--- src/rtl/fifo_drain_arbiter.sv ---
// -----------------------------------------------------------------------------
// fifo_drain_arbiter
//
// Round-robin scheduler that drains the read sides of NUM_CH show-ahead CDC
// FIFOs sharing one read clock, merging them onto a single valid/ready stream
// tagged with the source channel. One channel is granted at a time for a burst
// of up to MAX_BURST words; arbitration costs one idle cycle per grant.
//
// Optional feature (compile-time macro FIFO_ARB_ALMOST_FULL_PRIO_EN):
//   adds fifo_almost_full_i; non-empty almost-full channels are preferred
//   in arbitration. Without the macro the port is absent and arbitration is
//   pure round-robin over non-empty channels.
//
// Ports:
//   clk                 read-domain clock (shared with all FIFO rd_clk)
//   reset               asynchronous, active-high reset
//   enable_i            arbitration enable; 0 stops grants and pops
//   fifo_empty_i        per-channel FIFO empty flag
//   fifo_almost_full_i  per-channel almost-full flag (macro builds only)
//   fifo_data_i         per-channel show-ahead data, channel k at [k*DSIZE +: DSIZE]
//   fifo_rd_req_o       per-channel pop strobe (combinational, one-hot or zero)
//   m_valid_o           output word valid
//   m_ready_i           downstream ready
//   m_data_o            output word
//   m_ch_o              source channel of m_data_o
//   m_last_o            word is the MAX_BURST-th word of its grant
//   busy_o              a burst is in progress
// -----------------------------------------------------------------------------
module fifo_drain_arbiter #(
  parameter  int NUM_CH    = 4,
  parameter  int DSIZE     = 16,
  parameter  int MAX_BURST = 8,
  localparam int CH_W      = $clog2(NUM_CH)
) (
  input  logic                    clk,
  input  logic                    reset,
  input  logic                    enable_i,
  input  logic [NUM_CH-1:0]       fifo_empty_i,
`ifdef FIFO_ARB_ALMOST_FULL_PRIO_EN
  input  logic [NUM_CH-1:0]       fifo_almost_full_i,
`endif
  input  logic [NUM_CH*DSIZE-1:0] fifo_data_i,
  output logic [NUM_CH-1:0]       fifo_rd_req_o,
  output logic                    m_valid_o,
  input  logic                    m_ready_i,
  output logic [DSIZE-1:0]        m_data_o,
  output logic [CH_W-1:0]         m_ch_o,
  output logic                    m_last_o,
  output logic                    busy_o
);

  // Counter must hold MAX_BURST after the final pop of a full burst.
  localparam int               CNT_W    = $clog2(MAX_BURST + 1);
  localparam logic [CNT_W-1:0] LAST_CNT = CNT_W'(MAX_BURST - 1);
  localparam logic [CH_W-1:0]  PTR_RST  = CH_W'(NUM_CH - 1);

  typedef enum logic {IDLE, BURST} state_t;

  state_t           state_q, state_d;
  // rr_ptr doubles as the current grant: it is set to the granted channel on
  // every grant and stays put for the whole burst.
  logic [CH_W-1:0]  rr_ptr_q, rr_ptr_d;
  logic [CNT_W-1:0] count_q, count_d;

  logic [DSIZE-1:0]  ch_data [NUM_CH];
  logic [NUM_CH-1:0] cand;
  logic [CH_W-1:0]   rr_idx;
  logic [CH_W-1:0]   pick;
  logic              found;
  logic              pop;

  always_comb begin
    for (int k = 0; k < NUM_CH; k++) begin
      ch_data[k] = fifo_data_i[k*DSIZE +: DSIZE];
    end
  end

  // Candidate set for the next grant.
`ifdef FIFO_ARB_ALMOST_FULL_PRIO_EN
  logic [NUM_CH-1:0] urgent;
  assign urgent = ~fifo_empty_i & fifo_almost_full_i;
  assign cand   = (|urgent) ? urgent : ~fifo_empty_i;
`else
  assign cand   = ~fifo_empty_i;
`endif

  // First candidate searching upward from rr_ptr+1, wrapping at NUM_CH.
  always_comb begin
    found  = 1'b0;
    pick   = '0;
    rr_idx = rr_ptr_q;
    for (int i = 0; i < NUM_CH; i++) begin
      rr_idx = (rr_idx == PTR_RST) ? '0 : rr_idx + 1'b1;
      if (!found && cand[rr_idx]) begin
        found = 1'b1;
        pick  = rr_idx;
      end
    end
  end

  always_comb begin
    // NOTE: every signal written here gets a default first, so no branch can
    // leave one unassigned and infer a latch.
    state_d       = state_q;
    rr_ptr_d      = rr_ptr_q;
    count_d       = count_q;
    pop           = 1'b0;
    fifo_rd_req_o = '0;
    case (state_q)
      IDLE: begin
        // Grant only; the first pop happens in BURST on the next cycle.
        if (enable_i && found) begin
          state_d  = BURST;
          rr_ptr_d = pick;
          count_d  = '0;
        end
      end
      BURST: begin
        // Pop when data is present and the output register is free or
        // being emptied this cycle.
        pop = !fifo_empty_i[rr_ptr_q] && enable_i && (!m_valid_o || m_ready_i);
        if (pop) begin
          fifo_rd_req_o[rr_ptr_q] = 1'b1;
          count_d                 = count_q + 1'b1;
        end
        if ((pop && count_q == LAST_CNT) || fifo_empty_i[rr_ptr_q] || !enable_i) begin
          state_d = IDLE;
        end
      end
      default: state_d = IDLE;
    endcase
  end

  // NOTE: non-blocking assignments for every flop, so all registers sample the
  // pre-edge values regardless of statement order.
  always_ff @(posedge clk or posedge reset) begin
    if (reset) begin
      state_q  <= IDLE;
      rr_ptr_q <= PTR_RST;
      count_q  <= '0;
    end else begin
      state_q  <= state_d;
      rr_ptr_q <= rr_ptr_d;
      count_q  <= count_d;
    end
  end

  // Output register: reload on pop, clear on accept, otherwise hold.
  always_ff @(posedge clk or posedge reset) begin
    if (reset) begin
      m_valid_o <= 1'b0;
      m_data_o  <= '0;
      m_ch_o    <= '0;
      m_last_o  <= 1'b0;
    end else if (pop) begin
      m_valid_o <= 1'b1;
      m_data_o  <= ch_data[rr_ptr_q];
      m_ch_o    <= rr_ptr_q;
      m_last_o  <= (count_q == LAST_CNT);
    end else if (m_ready_i) begin
      m_valid_o <= 1'b0;
    end
  end

  assign busy_o = (state_q == BURST);

endmodule

--- config.mk ---
export PLATFORM = sky130hd
export DESIGN_NAME = fifo_drain_arbiter
export DESIGN_NICKNAME = d
export VERILOG_FILES = /design/src/rtl/fifo_drain_arbiter.sv
export SDC_FILE = /design/constraint.sdc
export NUM_CORES = 1
export LEC_CHECK = 0
export CAP_MARGIN = 25
export CORE_AREA = 10 10 78 80
export DETAILED_ROUTE_END_ITERATION = 12
export DIE_AREA = 0 0 88 90
export PLACE_DENSITY = 0.89
export SYNTH_ARGS = -nofsm -noshare
export SYNTH_HDL_FRONTEND = slang
export SYNTH_SLANG_ARGS = --single-unit
--- constraint.sdc ---
create_clock -name clk -period 7.85 [get_ports clk]
set_clock_uncertainty 0.2 [all_clocks]
set_input_delay 1.57 -clock clk [delete_from_list [all_inputs] [get_ports clk]]
set_output_delay 1.57 -clock clk [all_outputs]
set_load 0.03 [all_outputs]
==> results of run 1 <==
[stage by stage]
step | hold slack (ps) | utilization (%) | power, mW | cells | cell area, um^2
finish | 315 | 63.3 | 0.951 | 293 | 2910
global route | 335 | 63.3 | 1.02 | 293 | 2910
CTS | 321 | 62.7 | 0.959 | 292 | 2880
detailed placement | 298 | 61.6 | 0.878 | 288 | 2830
global placement | 289 | 61.6 | 0.863 | 288 | 2830
floorplan | 291 | - | 0.669 | 149 | 1880
[worst register-to-register path: cells and delay by family (launching register included)]
family,cells,cell delay [ps]
adders and majority gates,1,590
and+or+nand+nor,1,280
buffers and inverters,1,260
DFF,1,1090
xor gates and xnor gates,1,140
AOI/OAI and AO/OA,3,770
[cell families after synthesis]
family	share of synthesized area, %
multiplexers	35.8
AND/OR/NAND/NOR	11.1
flip-flops	36.2
AO/OA/AOI/OAI	7.87
buffers and inverters	5.34
adder cells (fa/ha/maj)	3.34
XOR/XNOR	0.467
[where the power goes]
| part | internal [mW] | switching (mW) |
|---|---|---|
| Sequential | 0.204 | 0.0859 |
| Combinational | 0.310 | 0.272 |
| Clock | 0.0360 | 0.0435 |
| Total | 0.550 | 0.402 |
[worst paths after layout]
check / endpoint / slack [ps] / cells after the start
hold / removal: m_data_o[11]$_DFFE_PP0P_ / 320 / 1
min in group asynchronous: m_data_o[3]$_DFFE_PP0P_ / 1300 / 2
setup / recovery: fifo_rd_req_o[1] / 1730 / 6
hold reg to reg: m_data_o[11]$_DFFE_PP0P_ / 320 / 1
setup reg to reg: rr_ptr_q[0]$_DFFE_PP1P_ / 4440 / 7
max in group asynchronous: rr_ptr_q[0]$_DFFE_PP1P_ / 5690 / 3
[layout make-up]
class / instances / area, um^2
fill: 364 / 1690
sequential: 27 / 678
timing repair buffer: 98 / 996
inverter: 4 / 15.0
clock buffer: 3 / 41.3
clock inverter: 1 / 7.51
tap: 54 / 67.6
multi-input combinational: 106 / 1100
[synth_stat cells (all sizes together) (4+ instances only)]
library cell,number,area share (%)
dfrtp,25,33
mux2,22,13
mux4,17,20
buf,11,4.3
o21ai,9,2.6
nand2,7,1.4
nor2,7,1.4
ha,5,3.3
and2,4,1.3
inv,4,0.80
mux2i,4,2.1
[registers in the layout (all words and copies together) (netlist names)]
| name | cells |
|---|---|
| busy_o | 1 |
| count_q | 4 |
| m_ch_o | 2 |
| m_data_o | 16 |
| m_last_o | 1 |
| m_valid_o | 1 |
| rr_ptr_q | 2 |
[per-layer routing]
layer | vias up | GRT usage [%] | wire (um) | part of all wire, %
met5 | - | 0 | 0 | 0
met3 | 6 | 5.14 | 594 | 9.9
li1 | 743 | - | - | -
met2 | 74 | 26.3 | 3110 | 52
met4 | 0 | 3.06 | 76 | 1.3
met1 | 795 | 15.3 | 2240 | 37
==> out/qor.csv, run 1 <==
metric,value,unit
run status,"finished, final reports clean",
min cycle time layout,6120,ps
endpoint type of the worst setup path,output port,
post-route clock period utilization,78.0,%
post-cts gate resize count,0,
row count,25,
Initial DRT Pass Iterations,4,
Hold Startpoint,m_data_o[11]$_DFFE_PP0P_,
Worst Max-Slew Pin Slew,827,ps
setup violators final,0,
final net count,317,
post-DR wirelength/cell,20.5,um
net count after synthesis,226,
"commonest non-fill, non-tap cell in the layout",clkdlybuf4s50_1,
clock-pin slew on the worst setup and hold paths,90,ps
f_max,163,MHz
clk_lat worst skew,270,ps
post-synthesis register bit count,27,
reg2reg start,rr_ptr_q[0]$_DFFE_PP1P_,
grt ovf,0,
Core Box Area,4600,um^2
worst vdd ir,0.176,mV
first-pass GRT wire length,9190,um
CP arrival,4350,ps
vias in the first global route,1773,
Max clock buf depth,2,
Critical path buffers and inverters,3,
# DRC,0,
Setup Buffers After CTS,0,
Ys Warns,0,
Final Hold Viols,0,
first-iteration detailed-routing DRC count,55,
Worst Path Max Fanout,16,
I/O pin total,97,
RSZ-0062 raised after global routing,no,
worst setup margin,1730,ps
GRT Total Usage,14.5,%
Max Cap Viol,0,
sequential-to-total area share from yosys stat,36.2,%
slowest CP cell,clkdlybuf4s50_1,
vias,1618,
post-DP HPWL,4990,um
Worst slew margin,44.8,%
"most used cell, CP",clkdlybuf4s50_1,
Starting Density,40.8,%
clock sinks,27,
synthesized area per cell,12.6,um^2
Netlist cell types,39,
TritonCTS buffer count,3,
pre-CTS WS,1730,ps
type of the worst min-delay path,reg -> reg,
CTS tree,done,
Mapped Area,1880,um^2
Post-synth top flop,dfrtp_1,
fraction of layout cells with a size suffix above 1,21.8,%
CP Launch Point,fifo_empty_i[3],
Post-Route WL,6020,um
Critical Path RT,6080,ps
pwr dens,327,nW/um^2
H-tree depth,1,
CP top delay family,buffers and inverters,
Max Slew Vio Count,0,
Pleak,1.16,nW
pin count of the biggest net entering global routing,34,
slowest cell delay on critical path,680,ps
Die W,88,um
antenna diode count,0,
cts-stage hold buffer count,0,
post-synthesis async set-or-reset flop share,100,%
area grow syn2layout,55.1,%
Startpoint Class,input pin,
routed vias/inst,5.52,
I/O Buffers,96,
final setup TNS,0,ps
Die Y-Extent,90,um
die area,7920,um^2
initial antenna violation count,0,
Detail Route Antenna Nets,0,
CP Class,in -> out,
RePlAce Congestion,0.868,
"EDFF count, synth",0,
Cells after Synth,149,
"commonest non-fill, non-tap cells in the layout","clkdlybuf4s50_1 (96), dfrtp_1 (25), mux2_2 (22)",
worst-path cell chain,clkdlybuf4s50_1 > mux4_2 > nor3_4 > buf_4 > and2_1 > clkdlybuf4s50_1,
root buf cell,clkbuf_8,
Note: power is estimated with default switching activity, not from simulation.
==> run 2: changes to the inputs <==
--- a/config.mk
+++ b/config.mk
@@ -6,10 +6,10 @@
 export NUM_CORES = 1
 export LEC_CHECK = 0
 export CAP_MARGIN = 25
-export CORE_AREA = 10 10 78 80
+export CORE_AREA = 10 10 80 82
 export DETAILED_ROUTE_END_ITERATION = 12
-export DIE_AREA = 0 0 88 90
-export PLACE_DENSITY = 0.89
+export DIE_AREA = 0 0 90 92
+export PLACE_DENSITY = 0.85
 export SYNTH_ARGS = -nofsm -noshare
 export SYNTH_HDL_FRONTEND = slang
 export SYNTH_SLANG_ARGS = --single-unit
==> constraint.sdc (replaced) <==
create_clock -name clk -period 6.15 [get_ports clk]
set_clock_uncertainty 0.2 [all_clocks]
set_input_delay 1.23 -clock clk [delete_from_list [all_inputs] [get_ports clk]]
set_output_delay 1.23 -clock clk [all_outputs]
set_load 0.03 [all_outputs]
==> run 2 against run 1 <==
Sequential power up 12%; total power increased by 27%; worst hold slack got worse by 2.2 ps; design area rose by 0.95%; count of clock-buffer cells in the layout stayed put; highest routed layer unchanged; critical path depth fell by 1; first-iteration DRC count rose by 18%; sequential share of layout area is 0.22 points lower; utilization down 3.5 points.
==> out/qor.csv, run 2 (synthesis results as in run 1) <==
metric,value,unit
Comb power frac,64.5,%
CP Class,in -> out,
Largest register FFs,16,
pwr dens,411,nW/um^2
first-iteration detailed-routing DRC count,65,
"commonest non-fill, non-tap cells in the layout","clkdlybuf4s50_1 (96), dfrtp_1 (25), mux2_2 (22)",
I/O Buffers,96,
Critical Path Sink,fifo_rd_req_o[3],
GRT Total Usage,14.3,%
f_max,205,MHz
CTS tree,done,
Max clock buf depth,2,
Final Hold Viols,0,
final net count,318,
clock sinks,27,
Pwr Total,1.21,mW
part of the power in registers,27.0,%
Biggest register,m_data_o,
vias,1614,
Post-Place Cells,306,
RePlAce Congestion,0.885,
initial antenna violation count,0,
post-DP HPWL,4730,um
clk_lat worst skew,270,ps
Setup Buffers After CTS,0,
R2R depth,8,
die area,8280,um^2
Worst Path Max Fanout,9,
Initial DRT Pass Iterations,4,
setup violators final,0,
Detail Route Antenna Nets,0,
Largest regs,"m_data_o x16, count_q x4",
clock-pin slew on the worst setup and hold paths,90,ps
Fill cells,388,
Critical Path RT,4720,ps
post-route clock period utilization,79.2,%
Worst slew margin,67.1,%
endpoint type of the worst setup path,output port,
I/O pin total,97,
Die Y-Extent,92,um
worst hold slack,313,ps
post-cts gate resize count,0,
"commonest non-fill, non-tap cell in the layout",clkdlybuf4s50_1,
run status,"finished, final reports clean",
FF-to-FF End,rr_ptr_q[0]$_DFFE_PP1P_,
min cycle time layout,4870,ps
final setup TNS,0,ps
Pleak,1.16,nW
antenna diode count,0,
row count,26,
H-tree depth,1,
CP Launch Point,fifo_empty_i[3],
TritonCTS buffer count,3,
area grow syn2layout,56.6,%
Max Slew Vio Count,0,
Worst Max-Slew Pin Slew,493,ps
RSZ-0062 raised after global routing,no,
type of the worst min-delay path,reg -> reg,
routed vias/inst,5.21,
cts-stage hold buffer count,0,
final design utilization,59.8,%
"non-filler cells, final",310,
Post-Route WL,5810,um
Hold Startpoint,m_data_o[7]$_DFFE_PP0P_,
Startpoint Class,input pin,
vias in the first global route,1719,
root buf cell,clkbuf_8,
Starting Density,38.2,%
CP arrival,3440,ps
grt ovf,0,
Die W,90,um
Int Pwr,0.704,mW
Core Box Area,4910,um^2
Clock power frac,8.5,%
R2R setup slack,2940,ps
first-pass GRT wire length,9600,um
fraction of layout cells with a size suffix above 1,22.1,%
Max Cap Viol,0,
# DRC,0,
reg2reg start,rr_ptr_q[0]$_DFFE_PP1P_,
Sw Ratio,41.7,%
pin count of the biggest net entering global routing,33,
worst vdd ir,0.242,mV
Sw Pwr,0.503,mW
post-DR wirelength/cell,18.7,um
run 2: metal layers:
layer  global-route usage (%)  share of wire, %  up-vias
met1                     17.8                42      785
met4                     3.85               1.2        0
li1                         -                 -      752
met3                     3.42               6.0        6
met2                     24.2                51       71
met5                        0                 0        -
run 2: metrics by stage:
step / cell area (um^2) / setup WS [ps]
after floorplan: 1880 / 2140
after global placement: 2860 / 1280
after detailed placement: 2890 / 1270
after CTS: 2940 / 1250
after global routing: 2940 / 1150
final: 2940 / 1280
run 2: cell type report:
class	instances	area, um^2	share of cell area (%)
clock buffers	3	41.3	1.41
multi-input cells	106	1100	37.6
flip-flops and latches	27	678	23.1
well taps	70	87.6	2.98
repair buffers	99	1000	34.2
inverters	4	15.0	0.511
clock inverters	1	7.51	0.256
run 2: how the worst min path moves through the flow:
stage                                to  slack (ps)  cells after the start
6_report        m_data_o[7]$_DFFE_PP0P_         310                      1
5_1_grt         m_data_o[7]$_DFFE_PP0P_         330                      1
4_1_cts        m_data_o[10]$_DFFE_PP0P_         320                      1
3_5_place_dp    m_data_o[6]$_DFFE_PP0P_         290                      1
3_3_place_gp    m_data_o[3]$_DFFE_PP0P_         290                      1
2_1_floorplan    count_q[3]$_DFFE_PP0P_         290                      1
run 2: worst max-delay path, cell delays in order:
cell,delay (ps)
clkdlybuf4s50_1,530
mux4_2,560
nor3_4,270
and2_1,180
clkdlybuf4s50_1,670
run 2: power groups by stage:
stage                     combinational, mW  sequential, mW  clock (mW)
after detailed placement              0.782           0.332           0
final                                 0.778           0.326       0.103
after floorplan                       0.421           0.433           0
after CTS                             0.784           0.328       0.110
after global routing                  0.839           0.341       0.115
after global placement                0.771           0.328           0
==> RTL change: new RTL, flow settings as in run 1 <==
Add a define of `FIFO_ARB_ALMOST_FULL_PRIO_EN`.
--- a/src/rtl/fifo_drain_arbiter.sv
+++ b/src/rtl/fifo_drain_arbiter.sv
@@ -26,6 +26,8 @@
 //   m_last_o            word is the MAX_BURST-th word of its grant
 //   busy_o              a burst is in progress
 // -----------------------------------------------------------------------------
+`define FIFO_ARB_ALMOST_FULL_PRIO_EN
+
 module fifo_drain_arbiter #(
   parameter  int NUM_CH    = 4,
   parameter  int DSIZE     = 16,
Interface: changed (added fifo_almost_full_i); port bits go from 97 to 101. No check against the original RTL was run, so the function may have changed too.
==> RTL change against run 1 <==
Setup slack better by 0.38 ns; sequential cell count unchanged; synthesized area up 0.40%; power down 6.6%; final area up 1.9%; routed wire length down 8.4%; global-route usage down 0.91 points; worst hold slack worse by 0.013 ns; largest power group unchanged.
==> RTL change: results (changes against run 1) <==
- Synth area leaders: dfrtp_1 (33%), mux4_2 (19%), mux2_4 (8.8%) (was dfrtp_1 (33%), mux4_2 (20%), mux2_2 (13%))
- Status: completed (unchanged)
- Final layout net count: 322 (was 317)
- FILL cells: 357 (was 364)
- Worst vdd ir: 0.000142 V (was 0.000176 V)
- Unique masters post-synth: 38 (was 39)
- Gr usage total: 0.135 (was 0.145)
- Slew @ Worst Pin: 0.707 ns (was 0.827 ns)
- Syn nets: 222 (was 226)
- Internal power: 0.536 mW (was 0.550 mW)
- Pleak: 1.18 nW (was 1.16 nW)
- Area of the multi-input gates: 1130 um^2 (was 1100 um^2)
- IO Port Bufs: 100 (was 96)
- R2r setup slk: 5.08 ns (was 4.44 ns)
- Worst endpoint data arrival time: 3.97 ns (was 4.35 ns)
- Multiplexer share of the synthesized area: 0.338 (was 0.358)
- Hpwl dp: 4670 um (was 4990 um)
- Cell Area, Placed: 2920 um^2 (was 2830 um^2)
- Largest net degree at the start of global routing: 30 (was 34)
- Share of layout cells above drive strength 1: 0.225 (was 0.218)
- R2r endpoint: m_data_o[5]$_DFFE_PP0P_ (was rr_ptr_q[0]$_DFFE_PP1P_)
- GP Congestion: 0.795 (was 0.868)
- Hold worst-path end: count_q[2]$_DFFE_PP0P_ (was m_data_o[11]$_DFFE_PP0P_)
- Final wirelength: 5520 um (was 6020 um)
- Adder-cell share of the synthesized area: 0.0332 (was 0.0334)
- Initial DRC count: 29 (was 55)
-- RTL change: changes by cell type in the layout (fill, tap and decap cells not counted), sizes merged, moves of 3 or more --
cell / before / now
clkdlybuf4s50: 96 / 100
nand4: 3 / 0
o41ai: 0 / 3
mux2i: 4 / 1
nor2b: 1 / 5
a21oi: 2 / 5
-- RTL change: final cells by class --
| cell class | count | area share |
|---|---|---|
| Multi-Input combinational cell | 101 | 0.380 |
| Timing Repair Buffer | 102 | 0.345 |
| Sequential cell | 27 | 0.229 |
| Tap cell | 54 | 0.0228 |
| Clock buffer | 4 | 0.0152 |
| Inverter | 6 | 0.00760 |
-- RTL change: kinds of logic after synthesis --
kind of cell	after synthesis
XOR/XNOR	1
adder cells (fa/ha/maj)	5
buffers and inverters	13
multiplexers	37
AO/OA/AOI/OAI	25
AND/OR/NAND/NOR	33
flip-flops	27
-- RTL change: power groups by stage --
stage	logic, mW	clock network [mW]	registers (mW)
global placement	0.518	0	0.290
floorplan	0.280	0	0.346
finish	0.524	0.0772	0.288
detailed placement	0.529	0	0.293
CTS	0.530	0.0784	0.291
global route	0.557	0.0836	0.304
-- RTL change: per-stage QoR --
| step | total power [mW] | hold WS [ns] | setup slack [ns] |
|---|---|---|---|
| floorplan | 0.626 | 0.273 | 3.40 |
| global placement | 0.808 | 0.288 | 2.14 |
| detailed placement | 0.822 | 0.294 | 2.10 |
| CTS | 0.899 | 0.307 | 2.10 |
| global route | 0.945 | 0.321 | 1.95 |
| finish | 0.889 | 0.303 | 2.11 |
-- RTL change: metal layers --
| metal | up-vias | GRT usage | part of all wire | wire length [um] |
|---|---|---|---|---|
| met2 | 58 | 0.246 | 0.54 | 2970 |
| met3 | 4 | 0.0352 | 0.086 | 474 |
| met4 | 0 | 0.0479 | 0.013 | 69 |
| met5 | - | 0 | 0 | 0 |
| met1 | 740 | 0.143 | 0.36 | 2000 |
| li1 | 731 | - | - | - |
-- RTL change: critical path: cells and delay by family --
kind,cells,cell delay (ns)
buffers and inverters,3,1.52
and+or+nand+nor,3,0.40
muxes,1,0.31
AOI/OAI and AO/OA,1,0.16
-- RTL change: how the worst max path moves through the flow --
stage          slack (ns)               end             from  cells after the start
2_1_floorplan        3.40  fifo_rd_req_o[0]  fifo_empty_i[2]                      6
3_3_place_gp         2.14  fifo_rd_req_o[2]  fifo_empty_i[2]                      8
3_5_place_dp         2.10  fifo_rd_req_o[1]  fifo_empty_i[2]                      8
4_1_cts              2.10  fifo_rd_req_o[1]  fifo_empty_i[2]                      8
5_1_grt              1.95  fifo_rd_req_o[1]  fifo_empty_i[2]                      8
6_report             2.11  fifo_rd_req_o[1]  fifo_empty_i[2]                      8
